--- src/rtl/mm2s_dispatch.sv ---
// MM2S dispatcher: pops one tag per transfer and steers the following data
// burst (up to tlast) to one of four consumer ports, with host status counters.
`ifndef DFLT_CORE_AXI_DATA_WIDTH
`define DFLT_CORE_AXI_DATA_WIDTH 64
`endif
`ifndef DFLT_MEM_TAG_WIDTH
`define DFLT_MEM_TAG_WIDTH 8
`endif

module mm2s_dispatch #(
    parameter int AXI_DATA_WIDTH = `DFLT_CORE_AXI_DATA_WIDTH,
    parameter int TAG_WIDTH      = `DFLT_MEM_TAG_WIDTH,
    parameter int N_PORTS        = 4
) (
    input  logic                                        clk,
    input  logic                                        rst_n,
    input  logic                                        enable,
    output logic [2:0][31:0]                            status,
    output logic                                        busy,
    output logic [TAG_WIDTH-1:0]                        last_tag,
    output logic                                        s_axis_tag_tready,
    input  logic                                        s_axis_tag_tvalid,
    input  logic [TAG_WIDTH-1:0]                        s_axis_tag_tdata,
    input  logic [TAG_WIDTH/8-1:0]                      s_axis_tag_tkeep,
    input  logic                                        s_axis_tag_tlast,
    input  logic [1:0]                                  s_axis_tag_tdest,
    output logic                                        s_axis_tready,
    input  logic                                        s_axis_tvalid,
    input  logic [AXI_DATA_WIDTH-1:0]                   s_axis_tdata,
    input  logic [AXI_DATA_WIDTH/8-1:0]                 s_axis_tkeep,
    input  logic                                        s_axis_tlast,
    input  logic [1:0]                                  s_axis_tdest,
    input  logic [N_PORTS-1:0]                          m_axis_tready,
    output logic [N_PORTS-1:0]                          m_axis_tvalid,
    output logic [N_PORTS-1:0][AXI_DATA_WIDTH-1:0]      m_axis_tdata,
    output logic [N_PORTS-1:0][AXI_DATA_WIDTH/8-1:0]    m_axis_tkeep,
    output logic [N_PORTS-1:0]                          m_axis_tlast
);

    typedef enum logic {ST_IDLE, ST_STREAM} state_t;

    state_t               state_q, state_d;
    logic [1:0]           sel_q, sel_d;
    logic [TAG_WIDTH-1:0] last_tag_q, last_tag_d;
    logic                 arm_q, arm_d;
    logic [31:0]          cnt_burst_q, cnt_burst_d;
    logic [31:0]          cnt_mis_q, cnt_mis_d;
    logic [31:0]          cnt_stall_q, cnt_stall_d;

    logic unused_tag_sideband;
    assign unused_tag_sideband = ^{s_axis_tag_tkeep, s_axis_tag_tlast, s_axis_tag_tdest};

    function automatic logic [31:0] sat_inc(input logic [31:0] v);
        return (v == 32'hFFFF_FFFF) ? v : v + 32'd1;
    endfunction

    // arm_q holds tag_tready low for the first cycle out of reset
    always_comb begin
        state_d           = state_q;
        sel_d             = sel_q;
        last_tag_d        = last_tag_q;
        arm_d             = 1'b1;
        cnt_burst_d       = cnt_burst_q;
        cnt_mis_d         = cnt_mis_q;
        cnt_stall_d       = cnt_stall_q;
        s_axis_tag_tready = 1'b0;
        s_axis_tready     = 1'b0;
        m_axis_tvalid     = '0;
        busy              = 1'b0;

        case (state_q)
            ST_IDLE: begin
                s_axis_tag_tready = enable & arm_q;
                if (s_axis_tag_tvalid && s_axis_tag_tready) begin
                    sel_d      = s_axis_tag_tdata[1:0];
                    last_tag_d = s_axis_tag_tdata;
                    state_d    = ST_STREAM;
                end
            end
            ST_STREAM: begin
                busy                 = 1'b1;
                m_axis_tvalid[sel_q] = s_axis_tvalid;
                s_axis_tready        = m_axis_tready[sel_q];
                if (s_axis_tvalid && s_axis_tready) begin
                    if (s_axis_tdest != sel_q)
                        cnt_mis_d = sat_inc(cnt_mis_q);
                    if (s_axis_tlast) begin
                        cnt_burst_d = sat_inc(cnt_burst_q);
                        state_d     = ST_IDLE;
                    end
                end
                if (s_axis_tvalid && !m_axis_tready[sel_q])
                    cnt_stall_d = sat_inc(cnt_stall_q);
            end
            default: state_d = ST_IDLE;
        endcase
    end

    always_comb begin
        for (int p = 0; p < N_PORTS; p++) begin
            m_axis_tdata[p] = s_axis_tdata;
            m_axis_tkeep[p] = s_axis_tkeep;
            m_axis_tlast[p] = s_axis_tlast;
        end
    end

    always_ff @(posedge clk) begin
        if (!rst_n) begin
            state_q     <= ST_IDLE;
            sel_q       <= '0;
            last_tag_q  <= '0;
            arm_q       <= 1'b0;
            cnt_burst_q <= '0;
            cnt_mis_q   <= '0;
            cnt_stall_q <= '0;
        end else begin
            state_q     <= state_d;
            sel_q       <= sel_d;
            last_tag_q  <= last_tag_d;
            arm_q       <= arm_d;
            cnt_burst_q <= cnt_burst_d;
            cnt_mis_q   <= cnt_mis_d;
            cnt_stall_q <= cnt_stall_d;
        end
    end

    assign status[0] = cnt_burst_q;
    assign status[1] = cnt_mis_q;
    assign status[2] = cnt_stall_q;
    assign last_tag  = last_tag_q;

endmodule
--- config.mk ---
export PLATFORM = sky130hd
export DESIGN_NAME = mm2s_dispatch
export DESIGN_NICKNAME = d
export VERILOG_FILES = /design/src/rtl/mm2s_dispatch.sv
export SDC_FILE = /design/constraint.sdc
export NUM_CORES = 1
export LEC_CHECK = 0
export CAP_MARGIN = 20
export CORE_AREA = 2 2 194 196
export DETAILED_ROUTE_END_ITERATION = 16
export DIE_AREA = 0 0 196 198
export PLACE_DENSITY = 0.53
export SLEW_MARGIN = 15
export SYNTH_ARGS = -nofsm -noshare
export SYNTH_HDL_FRONTEND = slang
export SYNTH_SLANG_ARGS = --single-unit
--- constraint.sdc ---
create_clock -name clk -period 2.6 [get_ports clk]
set_input_delay 0.52 -clock clk [delete_from_list [all_inputs] [get_ports clk]]
set_output_delay 0.52 -clock clk [all_outputs]
set_load 0.005 [all_outputs]
== Yosys cells after proc, flatten, opt, wreduce, memory -nomap -nowiden ==
Cells that the tools add are included.
Word-level totals
  flip-flop bits (word level): 108
  input bits: 96
  output and inout port bits: 403
  word-level logic and storage cells: 44
Cells by class
  add/sub/neg operators: 3
  $lt $le $gt $ge: 2
  equal/unequal tests: 4
  mux-type cells: 13
  bitwise logic cells: 6
  reduce and logical (&&, ||, !) cells: 9
Operator list (number)
  32-bit by 1-bit adder with 32-bit output (second input constant): 3
  32-bit == test (second input constant): 3
  1-bit two-way mux: 9
  4-bit AND reduction: 2
  4-bit bitwise AND: 1
  1-bit logical AND: 4
  4-bit two-way mux: 1
  1-bit inverter: 4
  2-bit by 3-bit less-than comparator with 1-bit output (second input constant): 1
  3-bit AND reduction: 1
  1-bit binary-select mux with 2-bit select: 1
  1-bit demux with 2-bit select: 1
  2-bit by 1-bit >= comparator with 1-bit output (second input constant): 1
  2-bit != test: 1
  1-bit one-hot mux with 2 select lines: 1
  2-bit AND reduction: 1
  1-bit bitwise AND: 1
  1-bit logical NOT: 1

== Longest topological paths before layout ==
Gate-level depths: netlist of the first run.
  depth in word-level cells: 6
  gate-level depth with buffers: 9
  gate-level depth less buffers: 7

== Least setup slack after synthesis of the first run ==
Ideal clock, no wire load.
  path kind: input-to-reg
  start point: input port m_axis_tready[3]
  end point: register cnt_stall_q[25]
  setup time: 0.071 ns
  arrival time: 1.995 ns
  data required time: 2.529 ns
  path slack: 0.534 ns
  stages: 5
  buffers on the path: 0
  cells stage by stage: mux4_2 -> nor2_4 -> nand4b_4 -> or4_1 -> a21oi_1
On the way
  word-level cells in the longest chain between the ends: 5
Ends and longest elaborated chain
  start, declared: line 33  | input logic [N_PORTS-1:0] m_axis_tready,
  1-bit binary-select mux with 2-bit select: line 92  | if (s_axis_tvalid && !m_axis_tready[sel_q])
  1-bit two-way mux (implied by the code): line 92
  1-bit logical NOT: line 92
  1-bit logical AND: line 92
  3-bit AND reduction (no source line)
  end signal, assigned: line 123  | cnt_stall_q <= cnt_stall_d;
  end, declared: line 48  | logic [31:0] cnt_stall_q, cnt_stall_d;
No other way between the ends. The select of a mux whose other input is x is not followed.
A chain may end at the register's enable or synchronous reset.

== Worst setup path in the final report of the first run ==
  start point: input port s_axis_tvalid
  end point: output port m_axis_tvalid[3]
On the way
  word-level cells in the longest chain between the ends: 2
Ends and longest elaborated chain
  start, declared: line 28  | input logic s_axis_tvalid,
  4-bit bitwise AND (no source line)
  4-bit two-way mux: line 71  | case (state_q)
  end, declared: line 34  | output logic [N_PORTS-1:0] m_axis_tvalid,
No other way between the ends.

==> flow_metrics.tcl, run 1 <==
set metrics [dict create \
    p_leak_nw 2.42 \
    clock_latency_ns 0.37 \
    synthFlopType "dfxtp_1" \
    drc 0 \
    rows 71 \
    utilization_pct 20.9 \
    overflow 0 \
    critPathLaunchType "primary input" \
    holdWs_ns 0.456 \
    grt_pass1_vias 5104 \
    drive_gt1_share_pct 9.60 \
    numCtsBuffers 9 \
    end_kind "output pin" \
    antenna_found_initial 0 \
    dieWidth_microns 196 \
    syn-num-nets 1030 \
    vias 5369 \
    nNetsFinal 896 \
    hold_violations 0 \
    synth_most_common_cell "buf_4" \
    vdd_drop_max_mv 0.264 \
    path_max_fanout 5 \
    maxCapViolations 0 \
    period_share_pct 96.9 \
    cp.required_ns 2.08 \
    cts_root_buf "clkbuf_16" \
    die_h_microns 198 \
    ys_warn_count 0 \
    die_area_sq_mm 0.0388 \
    tritoncts "yes" \
    ys_top_cells_by_area "buf_4 30%, dfxtp_1 29%, xnor2_1 4.3%" \
    dp.final_hpwl_microns 15400 \
    path_class "primary input to output pin" \
    cts_sinks 106 \
    rsz0062_at_grt "no" \
    path_clk_slew_ns 0.08 \
    clock_skew_ns 0.0124 \
    cts_hold_buf 0 \
    htreeDepth 3 \
    slew_viol_final 0 \
    drt-total-wl_microns 20300 \
    routedWlPerCell_microns 15.9 \
    synth.distinct_cells 55 \
    synth_edf_count 0 \
    outcome "finished, final reports clean" \
    p_per_area_mw_per_mm2 433 \
    ios 499 \
    synth_commonest_cells "293 x buf_4, 106 x dfxtp_1, 72 x nor2_1" \
    netlist.area_leader.share_pct 29.7 \
    dr.pass1.iters 4 \
    holdCritPathClass "flop to flop" \
    syn_area_sq_mm 0.00742 \
    pre_cts_ws_ns -0.160 \
    setup_slack_ns 0.0819 \
    fmax_mhz 397 \
    grt_max_degree 58 \
    period_needed_ns 2.52 \
    synth_top_area_cell "buf_4" \
    ant_nets 0 \
    synth_seq_cells 106 \
    worst_slew_pin_slew_ns 0.513 \
    antenna_cells 0 \
    ys_async_sr_fraction_pct 0 \
    initial_core_util_pct 20.1 \
    power_mw 3.33 \
    clockBufferDepth 2 \
    coreArea_sq_mm 0.0370 \
    setup_viol 0 \
    gp_congestion 0.779 \
    synthToLayoutAreaGrowth_pct 3.91 \
    drt_iter0_drc 185 \
    via_per_inst 4.21 \
    grt_pass1_wl_microns 30500 \
    netlist_instances 931 \
    grt_usage_pct 10.3 \
    ys_seq_area_share_pct 28.6 \
    slew_headroom_pct 65.5 \
    numPortBuffers 134 \
    cp.arrival_ns 2.00 \
    avgSynthCellArea_sq_um 7.97 \
]
[critical path, stage by stage]
cell             delay (ns)
clkdlybuf4s50_1        0.52
and2_4                 0.19
buf_12                 0.12
and3_1                 0.15
clkdlybuf4s50_1        0.50
[stage by stage]
step	instances	setup TNS [ns]	area, sq um
3_5_place_dp	1259	-1.51	7370
3_3_place_gp	1259	-0.985	7370
4_1_cts	1276	0	7700
2_1_floorplan	931	0	7420
6_report	1276	0	7710
5_1_grt	1276	0	7710
[worst paths after layout]
path	startpoint	to	slack (ns)	cells past startpoint
max	s_axis_tvalid	m_axis_tvalid[3]	0.08	5
min	last_tag[5]	last_tag[5]	0.46	2
max reg2reg	cnt_burst_q[3]	cnt_burst_q[25]	0.24	6
min reg2reg	last_tag[5]	last_tag[5]	0.46	2
[kinds of logic after synthesis]
logic type      after synthesis  synth area share, %
flops                       106                 28.6
fa+ha+maj                     3                0.506
compound gates               82                 6.29
buf+inv                     328                 31.7
xor+xnor                     57                 6.73
simple gates                350                 25.3
mux                           5                0.844
[final cells by class]
| class | count | area (sq um) |
|---|---|---|
| sequential | 106 | 2120 |
| fill | 4138 | 29200 |
| timing repair buffer | 176 | 1690 |
| clock inverter | 7 | 98.8 |
| multi-input combinational | 497 | 2950 |
| tap | 474 | 593 |
| clock buffer | 9 | 225 |
| inverter | 7 | 26.3 |
[cell usage in the layout (no fill, tap or decap), types with 6 or more instances in the layout]
master           Yosys  layout
and2_1              11       9
nor2_1              72      72
or4_1                7       7
nand2_1             70      70
o21ai_0             27      27
nor3_1              24      24
nand4_1             29      29
nor4_1              15      15
and3_1              14      14
clkdlybuf4s50_1      0     133
inv_1                6       6
nand3_1             40      40
dfxtp_1            106     106
xnor2_1             36      36
buf_4              293      39
and4_1               9       9
nand2b_1             6       6
xor2_1              21      21
clkbuf_16            0       9
a21oi_1             39      39
or3_1               28      28
[power breakdown]
part           switching [mW]  total, mW  internal (mW)
clock                   0.699       1.56          0.857
sequential            0.00561       1.63           1.63
combinational          0.0744      0.145         0.0702
[metal layers]
layer  up-vias  track usage (%)  wire [microns]
met4         2             6.54            1050
met5         -            0.511              25
met3        93             4.34            1960
met1      2458             10.6            7580
li1       2591                -               -
met2       225             17.2            9670
[timing repair]
action                     in CTS  in global routing
setup buffers                   1                  0
pin swaps                       1                  0
resized for setup               2                  2
setup endpoints to repair       1                  3
[sequential cells by signal, indices dropped and copies added (netlist names)]
| name | count |
|---|---|
| cnt_burst_q | 32 |
| cnt_stall_q | 32 |
| last_tag | 7 |
| sel_q | 1 |
| cnt_mis_q | 32 |
| state_q | 1 |
| arm_q | 1 |
No activity file was read; power rests on OpenSTA's default activity.
==> inputs of run 2 (changes only) <==
--- a/config.mk
+++ b/config.mk
@@ -6,11 +6,13 @@
 export NUM_CORES = 1
 export LEC_CHECK = 0
 export CAP_MARGIN = 20
-export CORE_AREA = 2 2 194 196
+export CELL_PAD_IN_SITES_DETAIL_PLACEMENT = 0
+export CELL_PAD_IN_SITES_GLOBAL_PLACEMENT = 2
+export CORE_MARGIN = 2
+export CORE_UTILIZATION = 18
 export DETAILED_ROUTE_END_ITERATION = 16
-export DIE_AREA = 0 0 196 198
-export PLACE_DENSITY = 0.53
-export SLEW_MARGIN = 15
+export PLACE_DENSITY = 0.82
+export SLEW_MARGIN = 20
 export SYNTH_ARGS = -nofsm -noshare
 export SYNTH_HDL_FRONTEND = slang
 export SYNTH_SLANG_ARGS = --single-unit
==> run 2 against run 1 <==
  * Core utilization shrank 1.8 points
  * Hold slack gained 0.0057 ns
  * Clock power shrank 4%
  * Sequential share of layout area shrank 0.21 points
  * Worst setup slack gained 0.020 ns
  * Combinational power is essentially flat
  * Clock skew grew 0.0028 ns
  * Critical endpoint is now m_axis_tvalid[1]
  * Largest cell class unchanged
==> flow_metrics.tcl, run 2 (same netlist as run 1, synthesis figures left out) <==
set metrics [dict create \
    ant_nets 0 \
    dr.pass1.iters 4 \
    r2r_end "cnt_mis_q[22]" \
    grt_usage_pct 9.48 \
    path_common_cell "clkdlybuf4s50_1" \
    largestRegisters "cnt_burst_q x32, cnt_mis_q x32, cnt_stall_q x32" \
    ios 499 \
    rr_worst_depth 7 \
    cp.arrival_ns 1.98 \
    nNetsFinal 900 \
    grt_pass1_vias 5117 \
    tritoncts "yes" \
    holdWs_ns 0.462 \
    cp.required_ns 2.08 \
    grt_max_degree 44 \
    clockBufferDepth 2 \
    cts_sinks 106 \
    path_clk_slew_ns 0.07 \
    drt_iter0_drc 239 \
    maxCapViolations 0 \
    routed-wl-met2_microns 9390 \
    setup_slack_ns 0.102 \
    antenna_cells 0 \
    p_per_area_mw_per_mm2 422 \
    power_mw 3.27 \
    overflow 0 \
    critPathLaunchType "primary input" \
    clock_skew_ns 0.0153 \
    cpPeakStageDelay_ns 0.51 \
    p_leak_nw 2.44 \
    r2r-start "cnt_mis_q[4]" \
    crit_start "s_axis_tvalid" \
    dieWidth_microns 207 \
    wl_met1_microns 8360 \
    period_share_pct 96.1 \
    rows 74 \
    period_needed_ns 2.50 \
    via_per_inst 3.99 \
    coreArea_sq_mm 0.0407 \
    path_max_fanout 4 \
    setup_viol 0 \
    most-common-layout-cells "132 x clkdlybuf4s50_1, 106 x dfxtp_1, 72 x nor2_1" \
    swShare_pct 24.7 \
    antenna_found_initial 1 \
    met3_length_microns 1850 \
    crit_path_cell_trace "clkdlybuf4s50_1 > and2_4 > buf_4 > nand2_1 > nor2_1 > clkdlybuf4s50_1" \
    hold_violations 0 \
    initial_core_util_pct 18.2 \
    holdCritPathClass "flop to flop" \
    synthToLayoutAreaGrowth_pct 4.72 \
    pre_cts_ws_ns -0.221 \
    clock_latency_ns 0.37 \
    switchingPower_mw 0.809 \
    outcome "finished, final reports clean" \
    drive_gt1_share_pct 10.2 \
    p_int_mw 2.47 \
    end_kind "output pin" \
    vdd_drop_max_mv 0.212 \
    pwr-share-comb_pct 4.4 \
    pwr-share-clk_pct 45.7 \
    drc 0 \
    slew_headroom_pct 63.5 \
    drt-total-wl_microns 20900 \
    cts_root_buf "clkbuf_16" \
    setup_tns_ns 0 \
    rsz0062_at_grt "no" \
    dp.final_hpwl_microns 15900 \
    routedWlPerCell_microns 15.6 \
    highest_layer "met5" \
    numCtsBuffers 9 \
    worst_slew_pin_slew_ns 0.543 \
    crit_end "m_axis_tvalid[1]" \
    die_h_microns 207 \
    numPortBuffers 134 \
    seq_power_share_pct 49.9 \
    path_class "primary input to output pin" \
    rrSetupSlack_ns 0.29 \
    gp_congestion 0.740 \
    die_area_sq_mm 0.0428 \
    vias 5333 \
    slew_viol_final 0 \
    grt_pass1_wl_microns 31000 \
    fmax_mhz 400 \
    layout_commonest_cell "clkdlybuf4s50_1" \
    crit_slowest_cell "clkdlybuf4s50_1" \
    htreeDepth 3 \
    cts_hold_buf 0 \
]
[run 2: changes by cell type in the layout (fill, tap and decap cells not counted), sizes merged]
cell	previous run	this run
buf	42	46
bufinv	2	1
clkdlybuf4s50	133	132
clkinv	2	3
dlymetal6s2s	0	1
[run 2: repair_timing]
item / 4_1_cts / 5_1_grt
setup endpoints to repair: 4 / 4
gates resized for setup: 4 / 3
buffers inserted: 1 / 0
pin swaps: 1 / 0
[run 2: routing by layer]
metal | up-vias | GRT usage (%)
li1 | 2602 | -
met1 | 2411 | 11.0
met2 | 189 | 14.7
met3 | 127 | 3.23
met4 | 4 | 6.33
met5 | - | 0.806
[run 2: through the flow]
step	cell area [sq um]	util [%]	cells
final	7770	19.1	1338
after floorplan	7420	-	931
after CTS	7760	19.0	1338
after detailed placement	7440	18.3	1321
after global placement	7440	18.3	1321
after global routing	7770	19.1	1338
[run 2: power groups by stage]
stage / sequential, mW / combinational (mW) / clock, mW
6_report: 1.63 / 0.146 / 1.50
5_1_grt: 1.63 / 0.159 / 1.62
4_1_cts: 1.63 / 0.149 / 1.57
3_5_place_dp: 1.67 / 0.145 / 0
3_3_place_gp: 1.67 / 0.144 / 0
2_1_floorplan: 1.67 / 0.419 / 0
[run 2: area by class of cell]
type / count / area, sq um
clock inverters: 7 / 86.3
clock buffers: 9 / 225
fillers: 4571 / 33000
inverters: 7 / 26.3
flip-flops and latches: 106 / 2120
multi-input cells: 497 / 2950
well taps: 532 / 666
repair buffers: 180 / 1690
[run 2: worst min path at each step]
stage,start,end,slack (ns),cells after the start
5_1_grt,last_tag[2],last_tag[2],0.49,2
3_5_place_dp,last_tag[5],last_tag[5],0.45,2
2_1_floorplan,last_tag[2],last_tag[2],0.45,2
3_3_place_gp,last_tag[5],last_tag[5],0.44,2
6_report,last_tag[4],last_tag[4],0.46,2
4_1_cts,last_tag[5],last_tag[5],0.47,2
[run 2: critical path, delay by kind of cell]
kind	cells	cell delay (ns)
buf+inv	3	1.15
simple gates	3	0.31
==> inputs of run 3 (changes only) <==
--- a/config.mk
+++ b/config.mk
@@ -12,7 +12,6 @@
 export CORE_UTILIZATION = 18
 export DETAILED_ROUTE_END_ITERATION = 16
 export PLACE_DENSITY = 0.82
-export SLEW_MARGIN = 20
 export SYNTH_ARGS = -nofsm -noshare
 export SYNTH_HDL_FRONTEND = slang
 export SYNTH_SLANG_ARGS = --single-unit
==> results of run 3 <==
Same layout as run 2: the final DEF is identical, and so are final timing and power.
